File: src/rtl/mips_isa_pkg.sv
// MIPS ISA constants and the decoded-control bundle shared by the decode stage.
package mips_isa_pkg;

  localparam int OP_HI = 31, OP_LO = 26;
  localparam int RS_HI = 25, RS_LO = 21;
  localparam int RT_HI = 20, RT_LO = 16;
  localparam int RD_HI = 15, RD_LO = 11;
  localparam int SH_HI = 10, SH_LO = 6;
  localparam int FN_HI = 5,  FN_LO = 0;

  localparam logic [5:0] OP_RTYPE = 6'h00;
  localparam logic [5:0] OP_J     = 6'h02;
  localparam logic [5:0] OP_JAL   = 6'h03;
  localparam logic [5:0] OP_BEQ   = 6'h04;
  localparam logic [5:0] OP_BNE   = 6'h05;
  localparam logic [5:0] OP_ADDI  = 6'h08;
  localparam logic [5:0] OP_SLTI  = 6'h0A;
  localparam logic [5:0] OP_ANDI  = 6'h0C;
  localparam logic [5:0] OP_ORI   = 6'h0D;
  localparam logic [5:0] OP_LUI   = 6'h0F;
  localparam logic [5:0] OP_LW    = 6'h23;
  localparam logic [5:0] OP_SW    = 6'h2B;

  localparam logic [5:0] FN_JR    = 6'h08;

  localparam logic [4:0] REG_ZERO = 5'd0;
  localparam logic [4:0] REG_RA   = 5'd31;

  typedef struct packed {
    logic [5:0]  opcode;
    logic [5:0]  funct;
    logic [4:0]  rs;
    logic [4:0]  rt;
    logic [4:0]  dst;
    logic [4:0]  shamt;
    logic [31:0] imm;
    logic        reg_write;
    logic        is_load;
    logic        is_store;
  } ctrl_t;

endpackage

File: src/rtl/mips_ctrl_decode.sv
// Combinational instruction-word to control-bundle decode.
module mips_ctrl_decode
  import mips_isa_pkg::*;
(
  input  logic [31:0] instr_i,
  output ctrl_t       ctrl_o
);

  logic [5:0]  op;
  logic [15:0] imm16;

  assign op    = instr_i[OP_HI:OP_LO];
  assign imm16 = instr_i[15:0];

  always_comb begin
    ctrl_o        = '0;
    ctrl_o.opcode = op;
    ctrl_o.funct  = instr_i[FN_HI:FN_LO];
    ctrl_o.rs     = instr_i[RS_HI:RS_LO];
    ctrl_o.rt     = instr_i[RT_HI:RT_LO];
    ctrl_o.shamt  = instr_i[SH_HI:SH_LO];
    ctrl_o.imm    = (op == OP_ANDI || op == OP_ORI) ? {16'h0000, imm16}
                                                    : {{16{imm16[15]}}, imm16};
    case (op)
      OP_RTYPE: begin
        ctrl_o.dst       = instr_i[RD_HI:RD_LO];
        ctrl_o.reg_write = (instr_i[FN_HI:FN_LO] != FN_JR);
      end
      OP_LW: begin
        ctrl_o.dst       = instr_i[RT_HI:RT_LO];
        ctrl_o.is_load   = 1'b1;
        ctrl_o.reg_write = 1'b1;
      end
      OP_SW:  ctrl_o.is_store = 1'b1;
      OP_ADDI, OP_SLTI, OP_ANDI, OP_ORI, OP_LUI: begin
        ctrl_o.dst       = instr_i[RT_HI:RT_LO];
        ctrl_o.reg_write = 1'b1;
      end
      OP_JAL: begin
        ctrl_o.dst       = REG_RA;
        ctrl_o.reg_write = 1'b1;
      end
      default: ;  // branches, J and unknown opcodes carry no writeback
    endcase
    if (ctrl_o.dst == REG_ZERO) ctrl_o.reg_write = 1'b0;
  end

endmodule

File: src/rtl/mips_decode_stage.sv
// MIPS ID stage: fetch handshake, RF address drive, same-edge WB bypass,
// load-use stall and the ID/EX pipeline register.
module mips_decode_stage
  import mips_isa_pkg::*;
#(
  parameter int N     = 32,
  parameter int ASIZE = 5
) (
  input  logic             clk,
  input  logic             rst,
  input  logic             if_valid,
  input  logic [N-1:0]     if_instr,
  input  logic [N-1:0]     if_pc,
  output logic             if_ready,
  input  logic             flush,
  output logic [ASIZE-1:0] reg_id_r1,
  output logic [ASIZE-1:0] reg_id_r2,
  input  logic [N-1:0]     rf_data1,
  input  logic [N-1:0]     rf_data2,
  input  logic             wb_wr,
  input  logic [ASIZE-1:0] wb_reg_id,
  input  logic [N-1:0]     wb_data,
  input  logic             ex_ready,
  output logic             ex_valid,
  output logic [N-1:0]     ex_pc,
  output logic [N-1:0]     ex_imm,
  output logic [N-1:0]     ex_op_a,
  output logic [N-1:0]     ex_op_b,
  output logic [5:0]       ex_opcode,
  output logic [5:0]       ex_funct,
  output logic [ASIZE-1:0] ex_rs,
  output logic [ASIZE-1:0] ex_rt,
  output logic [ASIZE-1:0] ex_dst,
  output logic [4:0]       ex_shamt,
  output logic             ex_reg_write,
  output logic             ex_is_load,
  output logic             ex_is_store
);

  ctrl_t            dec, ex_q;
  logic             ex_valid_q, ex_valid_d;
  logic [N-1:0]     pc_q, wb_q;
  logic             byp1_q, byp2_q;
  logic             adv, haz, take;
  logic [ASIZE-1:0] if_rs, if_rt;

  mips_ctrl_decode u_dec (
    .instr_i (if_instr),
    .ctrl_o  (dec)
  );

  assign if_rs = if_instr[RS_HI:RS_LO];
  assign if_rt = if_instr[RT_HI:RT_LO];

  assign adv = !ex_valid_q || ex_ready;
  assign haz = if_valid && ex_valid_q && ex_q.is_load && ex_q.rt != REG_ZERO &&
               (ex_q.rt == if_rs || ex_q.rt == if_rt);
  assign if_ready = !rst && adv && !haz;
  assign take     = !flush && adv && if_valid && !haz;

  // While stalled the held instruction's sources are re-read so late writebacks land.
  assign reg_id_r1 = adv ? if_rs : ex_q.rs;
  assign reg_id_r2 = adv ? if_rt : ex_q.rt;

  always_comb begin
    ex_valid_d = ex_valid_q;
    if (flush)    ex_valid_d = 1'b0;
    else if (adv) ex_valid_d = take;
  end

  always_ff @(posedge clk) begin
    if (rst) begin
      ex_valid_q <= 1'b0;
      ex_q       <= '0;
      pc_q       <= '0;
      byp1_q     <= 1'b0;
      byp2_q     <= 1'b0;
      wb_q       <= '0;
    end else begin
      ex_valid_q <= ex_valid_d;
      if (take) begin
        ex_q <= dec;
        pc_q <= if_pc;
      end
      // RF returns pre-write data on a same-edge write; remember to substitute.
      byp1_q <= wb_wr && wb_reg_id == reg_id_r1 && reg_id_r1 != REG_ZERO;
      byp2_q <= wb_wr && wb_reg_id == reg_id_r2 && reg_id_r2 != REG_ZERO;
      wb_q   <= wb_data;
    end
  end

  assign ex_valid     = ex_valid_q;
  assign ex_pc        = pc_q;
  assign ex_imm       = ex_q.imm;
  assign ex_opcode    = ex_q.opcode;
  assign ex_funct     = ex_q.funct;
  assign ex_rs        = ex_q.rs;
  assign ex_rt        = ex_q.rt;
  assign ex_dst       = ex_q.dst;
  assign ex_shamt     = ex_q.shamt;
  assign ex_reg_write = ex_q.reg_write;
  assign ex_is_load   = ex_q.is_load;
  assign ex_is_store  = ex_q.is_store;

  assign ex_op_a = (ex_q.rs == REG_ZERO) ? '0 : byp1_q ? wb_q : rf_data1;
  assign ex_op_b = (ex_q.rt == REG_ZERO) ? '0 : byp2_q ? wb_q : rf_data2;

endmodule

File: config.mk
export PLATFORM = sky130hd
export DESIGN_NAME = mips_decode_stage
export DESIGN_NICKNAME = d
export VERILOG_FILES = /design/src/rtl/mips_isa_pkg.sv /design/src/rtl/mips_ctrl_decode.sv /design/src/rtl/mips_decode_stage.sv
export SDC_FILE = /design/constraint.sdc
export NUM_CORES = 1
export LEC_CHECK = 0
export CORE_MARGIN = 8
export CORE_UTILIZATION = 33
export DETAILED_ROUTE_END_ITERATION = 6
export PLACE_DENSITY = 0.77
export SETUP_SLACK_MARGIN = 0.5
export SLEW_MARGIN = 20
export SYNTH_ARGS = -nofsm -noshare
export SYNTH_HDL_FRONTEND = slang
export SYNTH_SLANG_ARGS = --single-unit
File: constraint.sdc
create_clock -name clk -period 1.95 [get_ports clk]
set_input_delay 0.195 -clock clk [delete_from_list [all_inputs] [get_ports clk]]
set_output_delay 0.195 -clock clk [all_outputs]
set_load 0.05 [all_outputs]
# After elaboration in Yosys (flattened, before gate mapping)
# Cells that the tools add are included.
word_totals:
  regBits: 134
  latchBits: 0
  ram_bits: 0
  mem_bits_ro: 0
  in_bits: 171
  output_inout_bits: 175
  word_cells: 70
  memories: 0
classes:
  addsub: 0
  mul: 0
  div: 0
  magnitude_cmp: 0
  n_eq_ne: 13
  n_shift: 0
  muxes: 12
  n_bitwise: 0
  n_reduce_logical: 30
ops:
  columns: ["cell", "n"]
  rows:
  - ["$mux 32", 5]
  - ["$eq 6x4->1 const B", 5]
  - ["$eq 5x5->1", 4]
  - ["$logic_not 5->1", 3]
  - ["$pmux 5 s3", 1]
  - ["$reduce_bool 5->1", 3]
  - ["$logic_and 1x1->1", 13]
  - ["$eq 6x6->1 const B", 2]
  - ["$mux 5", 2]
  - ["$reduce_or 7->1", 1]
  - ["$eq 6x2->1 const B", 1]
  - ["$logic_not 6->1", 1]
  - ["$ne 6x4->1 const B", 1]
  - ["$reduce_or 6->1", 1]
  - ["$logic_not 1->1", 4]
  - ["$logic_or 1x1->1", 3]
  - ["$mux 1", 3]
  - ["$pmux 1 s2", 1]
  - ["$reduce_or 2->1", 1]

# Logic depth before layout (Yosys ltp)
logic_depth:
  ltp_word: 6
  depth_mapped: 8
  mapped_depth_nobuf: 6

# Modules after synthesis
# Synthesis repeated with hierarchy kept, for this count alone.
hier_totals:
  hier_cells: 790
  hier_area_um2: 7345.8
by_module_without_submodules:
  columns: ["module", "instances", "cells_per_inst", "area_per_inst_um2", "seq_area_each_um2"]
  rows:
  - ["mips_decode_stage", 1, 700, 6697.7, 2682.6]
  - ["mips_ctrl_decode", 1, 90, 648.1, 0.0]

# Worst setup path before layout
# OpenSTA, ideal clock, no wires.
synth_timing:
  path_kind: "flip-flop to output port"
  startpoint: "register ex_q, in the netlist ex_rt[0]"
  endpoint: "output if_ready"
  arrival_ps: 2623
  required_ps: 1755
  setup_slack_ps: -868
  path_stages_with_launch: 5
  path_buffers: 0
  cell_sequence: "dfxtp_1 or4_4 nor2_4 nor2_2 a311oi_1"
synth_via:
  elab_chain_cells: 5
  elab_cells_between_ends: 8
  classes_between: "2 x eq/ne; 6 x reduce/logical"
synth_lines:
  columns: ["element", "line_no", "rtl"]
  rows:
  - ["start: declaration", "mips_decode_stage.sv:40", "ctrl_t dec, ex_q;"]
  - ["start signal: assignment", "mips_decode_stage.sv:74", "ex_q <= '0;"]
  - ["start signal: assignment", "mips_decode_stage.sv:82", "ex_q <= dec;"]
  - ["$eq 5x5->1 / $reduce_bool 5->1 (equally long branches)", "mips_decode_stage.sv:57, mips_decode_stage.sv:56", null]
  - ["$logic_or 1x1->1 / $logic_and 1x1->1 (equally long branches)", "mips_decode_stage.sv:57, mips_decode_stage.sv:56", null]
  - ["$logic_and 1x1->1 *", "mips_decode_stage.sv:56", "assign haz = if_valid && ex_valid_q && ex_q.is_load && ex_q.rt != REG_ZERO &&"]
  - ["$logic_not 1->1 *", "mips_decode_stage.sv:58", "assign if_ready = !rst && adv && !haz;"]
  - ["$logic_and 1x1->1 *", "mips_decode_stage.sv:58", null]
  - ["end: declaration", "mips_decode_stage.sv:14", "output logic if_ready,"]
# Mark *: on every way between the ends. The rest lies on a longest branch, timed or not.

# Worst setup path in the final report
layout_timing:
  startpoint: "register ex_q, in the netlist ex_rt[0]"
  endpoint: "register ex_q, in the netlist ex_rs[0]"
layout_via:
  elab_chain_cells: 5
  elab_cells_between_ends: 8
  classes_between: "2 x eq/ne; 6 x reduce/logical"
layout_lines:
  columns: ["element", "line_no", "rtl"]
  rows:
  - ["$eq 5x5->1 / $reduce_bool 5->1 (equally long branches)", "mips_decode_stage.sv:57, mips_decode_stage.sv:56", null]
  - ["$logic_or 1x1->1 / $logic_and 1x1->1 (equally long branches)", "mips_decode_stage.sv:57, mips_decode_stage.sv:56", null]
  - ["$logic_and 1x1->1 *", "mips_decode_stage.sv:56", null]
  - ["$logic_not 1->1 *", "mips_decode_stage.sv:59", "assign take = !flush && adv && if_valid && !haz;"]
  - ["$logic_and 1x1->1 *", "mips_decode_stage.sv:59", null]
# Marks and branches as above.
# A chain may end at the register's enable or synchronous reset.

==> impl_metrics.yaml <==
status:
  status: "complete, but fails checks"
  violations: "negative setup slack"
floorplan:
  rows: 46
  die_h_um: 143
  coreArea_mm2: 0.0158
  die-area_mm2: 0.0204
  initial_core_util_pct: 33.6
  fp.dieW_um: 143
  pin_count: 346
critical_path:
  worstPathRequired_ns: 2.17
  reg2reg_depth: 8
  cp_max_fo: 12
  arrival_ns: 2.40
  worst_setup_path_start_kind: "flop"
  crit_path_end_kind: "flop"
  critPathKind: "reg2reg"
clocking:
  cts_root_buf: "clkbuf_16"
  cts_buffers: 9
  clock_path_buffers: 2
  cts_htree_levels: 3
  cts.clk_slew.worst_paths_ns: 0.08
  cts.sinks: 108
  insertion_delay_ns: 0.34
  cts_tree: "yes"
sta:
  rsz0062_at_grt: "true"
  period_minus_slack_ns: 2.18
  period_share_pct: 112
  max_freq_mhz: 459
  skew_ns: 0.00886
  relSlewSlack_pct: 63.7
  tightest_slew_ns: 0.544
  drv_slew: 0
  hold_slack_ns: 0.262
  setup_slack_ns: -0.229
  setup_violations: 138
  hold_viol_final: 0
synthesis:
  ys_types: 38
  synth_fp_nets: 741
  yosysMostFrequentCell: "nor2_1"
  synth_seq_cells: 108
  avgSynthCellArea_um2: 9.29
  yosysWarnings: 0
  yosys_most_used_dff: "dfxtp_1"
  ys_top_cells_by_count: "nor2_1, mux2i_1, dfxtp_1"
  synth_edf_count: 0
  synth_area_mm2: 0.00529
  synth_top_area_share_pct: 40.8
  synth_top_cell_by_area: "dfxtp_1"
  synth-seq-area-share_pct: 40.8
  async_flop_share_pct: 0
  synth_area_leaders: "dfxtp_1, mux2i_1, nor2_1"
  postSynthCellCount: 570
route:
  wl_per_cell_um: 18.7
  via_per_inst: 4.65
  vias: 5320
  drc: 0
  ant_nets: 0
  totalWireLength_um: 21400
  drtIter0Drc: 214
  firstDrtPassIters: 4
pwr:
  power.density_mw_per_mm2: 685
  internal-power_mw: 4.45
  power.share.switching_pct: 36.5
  peakVddDrop_v: 0.000457
  p_seq_share_pct: 34.1
  p_comb_share_pct: 40.4
  p_leak_nw: 4.40
  finalPower_mw: 7.01
  p_sw_mw: 2.56
  clkPwrFrac_pct: 25.6
run:
  max-cap-violations: 0
layout:
  multi_input_area_mm2: 0.00316
  regArea_mm2: 0.00219
  syn2layout_area_growth_pct: 93.2
  fillCellCount: 1264
  final_cell_area_mm2: 0.0102
  drive_gt1_share_pct: 34.8
  fin_nets: 1095
  num_antenna_cells: 0
placed_design:
  io_buffers: 345
  place_area_mm2: 0.00944
  globalplace.congestion: 0.863
  dp_hpwl_um: 16700
worst_hold_path:
  hold_depth: 2
  hold_class: "in2reg"
global_route:
  grt_pass1_vias: 5604
  grt_max_degree: 38
  grt_usage_pct: 19.9
  grt_pass1_wl_um: 31400
  grt_overflow: 0
  antenna_found_initial: 0
## registers in the layout (all words and copies together), names as in the netlist, 5 cells and up
signal / count
ex_pc: 32
ex_rt: 5
ex_funct: 5
ex_dst: 5
ex_imm: 8
ex_rs: 5
ex_opcode: 6
wb_q: 32
## power groups by stage
stage	clock (mW)	combinational [mW]	sequential, mW
detailed placement	0	2.64	2.44
global placement	0	2.62	2.44
finish	1.79	2.83	2.39
CTS	1.85	2.83	2.39
global route	1.94	2.95	2.40
floorplan	0	1.36	2.68
## worst paths after layout
path	from	end	slack [ns]
setup reg to reg	ex_rt[0]	ex_rs[0]	-0.23
hold / removal	rst	ex_funct[1]	0.26
setup / recovery	ex_rt[0]	ex_rs[0]	-0.23
hold reg to reg	ex_is_store	ex_is_store	0.46
## metal layers
metal / wire length, um / global-route usage (%) / up-vias
met5: 0 / 0 / -
met4: 470 / 7.05 / 0
li1: - / - / 2604
met2: 10600 / 34.5 / 234
met3: 2380 / 8.68 / 26
met1: 8030 / 20.9 / 2456
## area by class of cell
cell class                      instances  area share, %
Multi-Input combinational cell        395           30.9
Clock buffer                           11           2.37
Clock inverter                          5          0.391
Timing Repair Buffer                  405           42.0
Sequential cell                       108           21.4
Inverter                                5          0.208
Tap cell                              216           2.64
## worst max-delay path: stages (launching register included)
cell and delay [ns]:
dfxtp_4 0.34, or4_4 0.52, nor2_4 0.16, nor2_4 0.06, a2111oi_4 0.33, buf_12 0.20, buf_4 0.17, mux2i_1 0.22
nor2_1 0.06
## what timing repair did
action | in CTS | in global routing
buffers inserted | 12 | 4
cloned | 2 | 0
hold buffers | 0 | 0
setup endpoints to repair | 250 | 223
resized for setup | 220 | 79
pin swaps | 3 | 4
## logic make-up (layout without fill, tap and decap cells)
logic type	after synthesis	count (layout)	synth area share (%)
AO/OA/AOI/OAI	31	31	4.66
XOR/XNOR	16	16	2.65
buffers and inverters	67	426	7.75
flip-flops	108	108	40.8
multiplexers	138	138	26.3
AND/OR/NAND/NOR	210	210	17.8
## stage by stage
step | cells | worst slack (ns) | util [%] | setup TNS, ns
finish | 1145 | -0.229 | 64.9 | -21.13
global route | 1145 | -0.318 | 64.9 | -30.71
CTS | 1141 | -0.240 | 64.7 | -23.39
detailed placement | 1111 | -0.302 | 59.9 | -20.48
global placement | 1111 | -0.241 | 59.9 | -16.70
floorplan | 570 | -0.242 | - | -16.90
## layout by cell type, fill, tap and decap left out, drive strengths merged, types with 4 or more instances in the layout
| cell | instances |
|---|---|
| a211oi | 7 |
| a21oi | 5 |
| a221oi | 5 |
| buf | 155 |
| clkbuf | 39 |
| clkdlybuf4s15 | 27 |
| clkdlybuf4s50 | 169 |
| dfxtp | 108 |
| dlymetal6s2s | 25 |
| inv | 9 |
| mux2 | 8 |
| mux2i | 130 |
| nand2 | 11 |
| nand2b | 5 |
| nor2 | 142 |
| nor2b | 34 |
| nor3 | 5 |
| o21ai | 4 |
| or4 | 4 |
| xnor2 | 10 |
| xor2 | 6 |
Power figures use the tool's default switching activity.
==> edit (same settings) <==
Take the reset off `wb_q` and load it in a clocked block of its own.
--- a/src/rtl/mips_decode_stage.sv
+++ b/src/rtl/mips_decode_stage.sv
@@ -77,3 +77,2 @@
       byp2_q     <= 1'b0;
-      wb_q       <= '0;
     end else begin
@@ -87,4 +86,7 @@
       byp2_q <= wb_wr && wb_reg_id == reg_id_r2 && reg_id_r2 != REG_ZERO;
-      wb_q   <= wb_data;
     end
+  end
+
+  always_ff @(posedge clk) begin
+    wb_q <= wb_data;
   end
Check against the original RTL: no difference found for any inputs over 4 cycles, from zero or initial values and one cycle with rst high; that may be too few to reach the edited logic, so the function may still have changed.
==> edit against the unedited design <==
  * The run still ends with setup timing left
  * Synthesized area decreased by 3.5%
  * Routed wire length increased by 11%
  * Synthesized cell count decreased by 6.1%
  * Sequential share of layout area about the same
  * Non-clock buffer count increased by 17
  * Sequential cell count unchanged
  * Total power increased by 5.9%
  * Worst setup slack got worse by 110 ps
  * Design area about the same
  * Critical endpoint is now ex_rs[2]$_SDFFE_PP0P_
  * Largest cell class unchanged
  * Highest routed layer unchanged
==> edit: results (changes against the unedited design) <==
CTS
  – Worst skew pair latency: 360 ps (was 340 ps)
  – CTS max path bufs: 2 (unchanged)
  – Root buf cell: clkbuf_16 (unchanged)
  – H-tree depth: 3 (unchanged)
  – CTS Buf Count: 9 (unchanged)
  – Clock transition at path regs: 80 ps (about the same)
  – CTS tree: built (unchanged)

Logic synthesis
  – Synth warn: 0 (unchanged)
  – Synth top area cells: dfxtp_1 42%, mux2i_1 25%, nor2_1 11% (was dfxtp_1 41%, mux2i_1 25%, nor2_1 9.9%)
  – Most instantiated cells after synthesis: 145 x nor2_1, 128 x mux2i_1, 108 x dfxtp_1 (was 140 x nor2_1, 130 x mux2i_1, 108 x dfxtp_1)
  – Top FF cell, synth: dfxtp_1 (unchanged)
  – Seq/Total Area, Yosys: 42.3% (was 40.8%)
  – Unique masters post-synth: 37 (was 38)
  – Cells after Synth: 535 (was 570)
  – Syn_nets: 706 (was 741)
  – Synth async-reset ratio: 0% (unchanged)

Detailed routing
  – M1 WL: 8.24 mm (was 8.03 mm)
  – Drt total wl: 23.8 mm (was 21.4 mm)
  – Detail Route met2 WL: 12.4 mm (was 10.6 mm)
  – First-pass DRT Iterations: 4 (unchanged)
  – Via count: 5383 (was 5320)
  – DR vias/cell: 4.88 (was 4.65)
  – DR WL met3: 2.50 mm (was 2.38 mm)
  – Top Metal Used: met4 (unchanged)
  – Iter 0 DRT Violations: 131 (was 214)

Placement
  – Placed inst area: 9080 sq um (was 9440 sq um)
  – Port buffer count: 345 (unchanged)
  – DP Wirelength: 18.0 mm (was 16.7 mm)
  – Pre-CTS setup slack: -361 ps (was -302 ps)
  – GP Congestion: 0.823 (was 0.863)

Status
  – Outcome: finished, violations left (unchanged)
  – Failing checks: setup timing (unchanged)

Global route
  – Largest net degree at the start of global routing: 48 (was 38)
  – All-Layer GR Usage: 22.8% (was 19.9%)
  – Vias in the first global route: 5958 (was 5604)
  – Initial antenna violation count: 1 (was 0)
  – Global-route wire length before repair: 34.7 mm (was 31.4 mm)

Finish
  – Layout cell share with drive strength beyond 1: 39.8% (was 34.8%)
  – Final Net Count: 1080 (was 1095)

Critical path
  – Crit path max fanout: 5 (was 12)
  – Worst path max stage delay: 540 ps (was 520 ps)
  – CP max stage cell: or4_4 (unchanged)
  – Worst Reg-to-Reg Cells: 9 (was 8)

Power and ir drop
  – Peak supply drop: 0.438 mV (was 0.457 mV)
  – Leak: 4.24 nW (was 4.40 nW)
  – Sw Pwr: 2.65 mW (was 2.56 mW)

STA
  – Finish-stage setup viols: 138 (unchanged)
  – Setup WS post-layout: -337 ps (was -229 ps)
  – Max_slew headroom: 64.1% (was 63.7%)
  – Sum Neg Setup Slack: -33800 ps (was -21130 ps)
  – Fin Clk Skew: 4.02 ps (was 8.86 ps)

Worst hold path
  – HP Class: in2reg (unchanged)
  – Worst hold path depth: 2 (unchanged)
[edit: area by class of cell]
type / count / area (sq um)
Fill cell: 1118 / 4920
Inverter: 2 / 7.51
Clock buffer: 9 / 225
Multi-Input combinational cell: 366 / 3000
Antenna cell: 1 / 2.50
Clock inverter: 7 / 105
Timing Repair Buffer: 422 / 4460
Sequential cell: 108 / 2190
Tap cell: 188 / 235
[edit: power groups by stage]
stage	sequential (mW)	combinational, mW	clock (mW)
after global placement	2.43	2.56	0
after floorplan	2.68	1.34	0
final	2.39	3.00	2.04
after detailed placement	2.44	2.59	0
after global routing	2.40	3.12	2.17
after CTS	2.39	2.91	2.11
[edit: worst paths after layout]
path	slack, ps	startpoint	end
worst max register to register	-340	ex_rt[1]$_SDFFE_PP0P_	ex_rs[2]$_SDFFE_PP0P_
worst min-delay path	230	rst	ex_rt[4]$_SDFFE_PP0P_
worst max-delay path	-340	ex_rt[1]$_SDFFE_PP0P_	ex_rs[2]$_SDFFE_PP0P_
worst min register to register	490	ex_pc[16]$_SDFFE_PP0P_	ex_pc[16]$_SDFFE_PP0P_
[edit: kinds of logic (layout without fill, tap and decap cells)]
kind of cell,after synthesis,after routing,synth area share [%]
other,0,1,0
AND/OR/NAND/NOR,184,184,15.2
XOR/XNOR,18,18,3.09
flip-flops,108,108,42.3
buffers and inverters,61,440,7.59
AO/OA/AOI/OAI,26,26,4.56
multiplexers,138,138,27.3
[edit: what timing repair did]
item / 4_1_cts / 5_1_grt
endpoints found under the setup margin: 247 / 218
pin swaps: 4 / 11
hold buffers: 0 / 0
gates cloned: 5 / 5
gates resized for setup: 261 / 88
buffers inserted: 18 / 4
[edit: routing by layer]
metal / global-route usage [%] / vias to the layer above
met4: 9.14 / 0
met1: 21.9 / 2532
met5: 0 / -
met2: 42.1 / 275
li1: - / 2536
met3: 9.85 / 40
[edit: worst max-delay path: cells and delay by family, from the launching register on]
family          cells  cell delay (ps)
compound gates      1              350
buf+inv             3              470
flops               1              340
mux                 1              200
simple gates        4              810
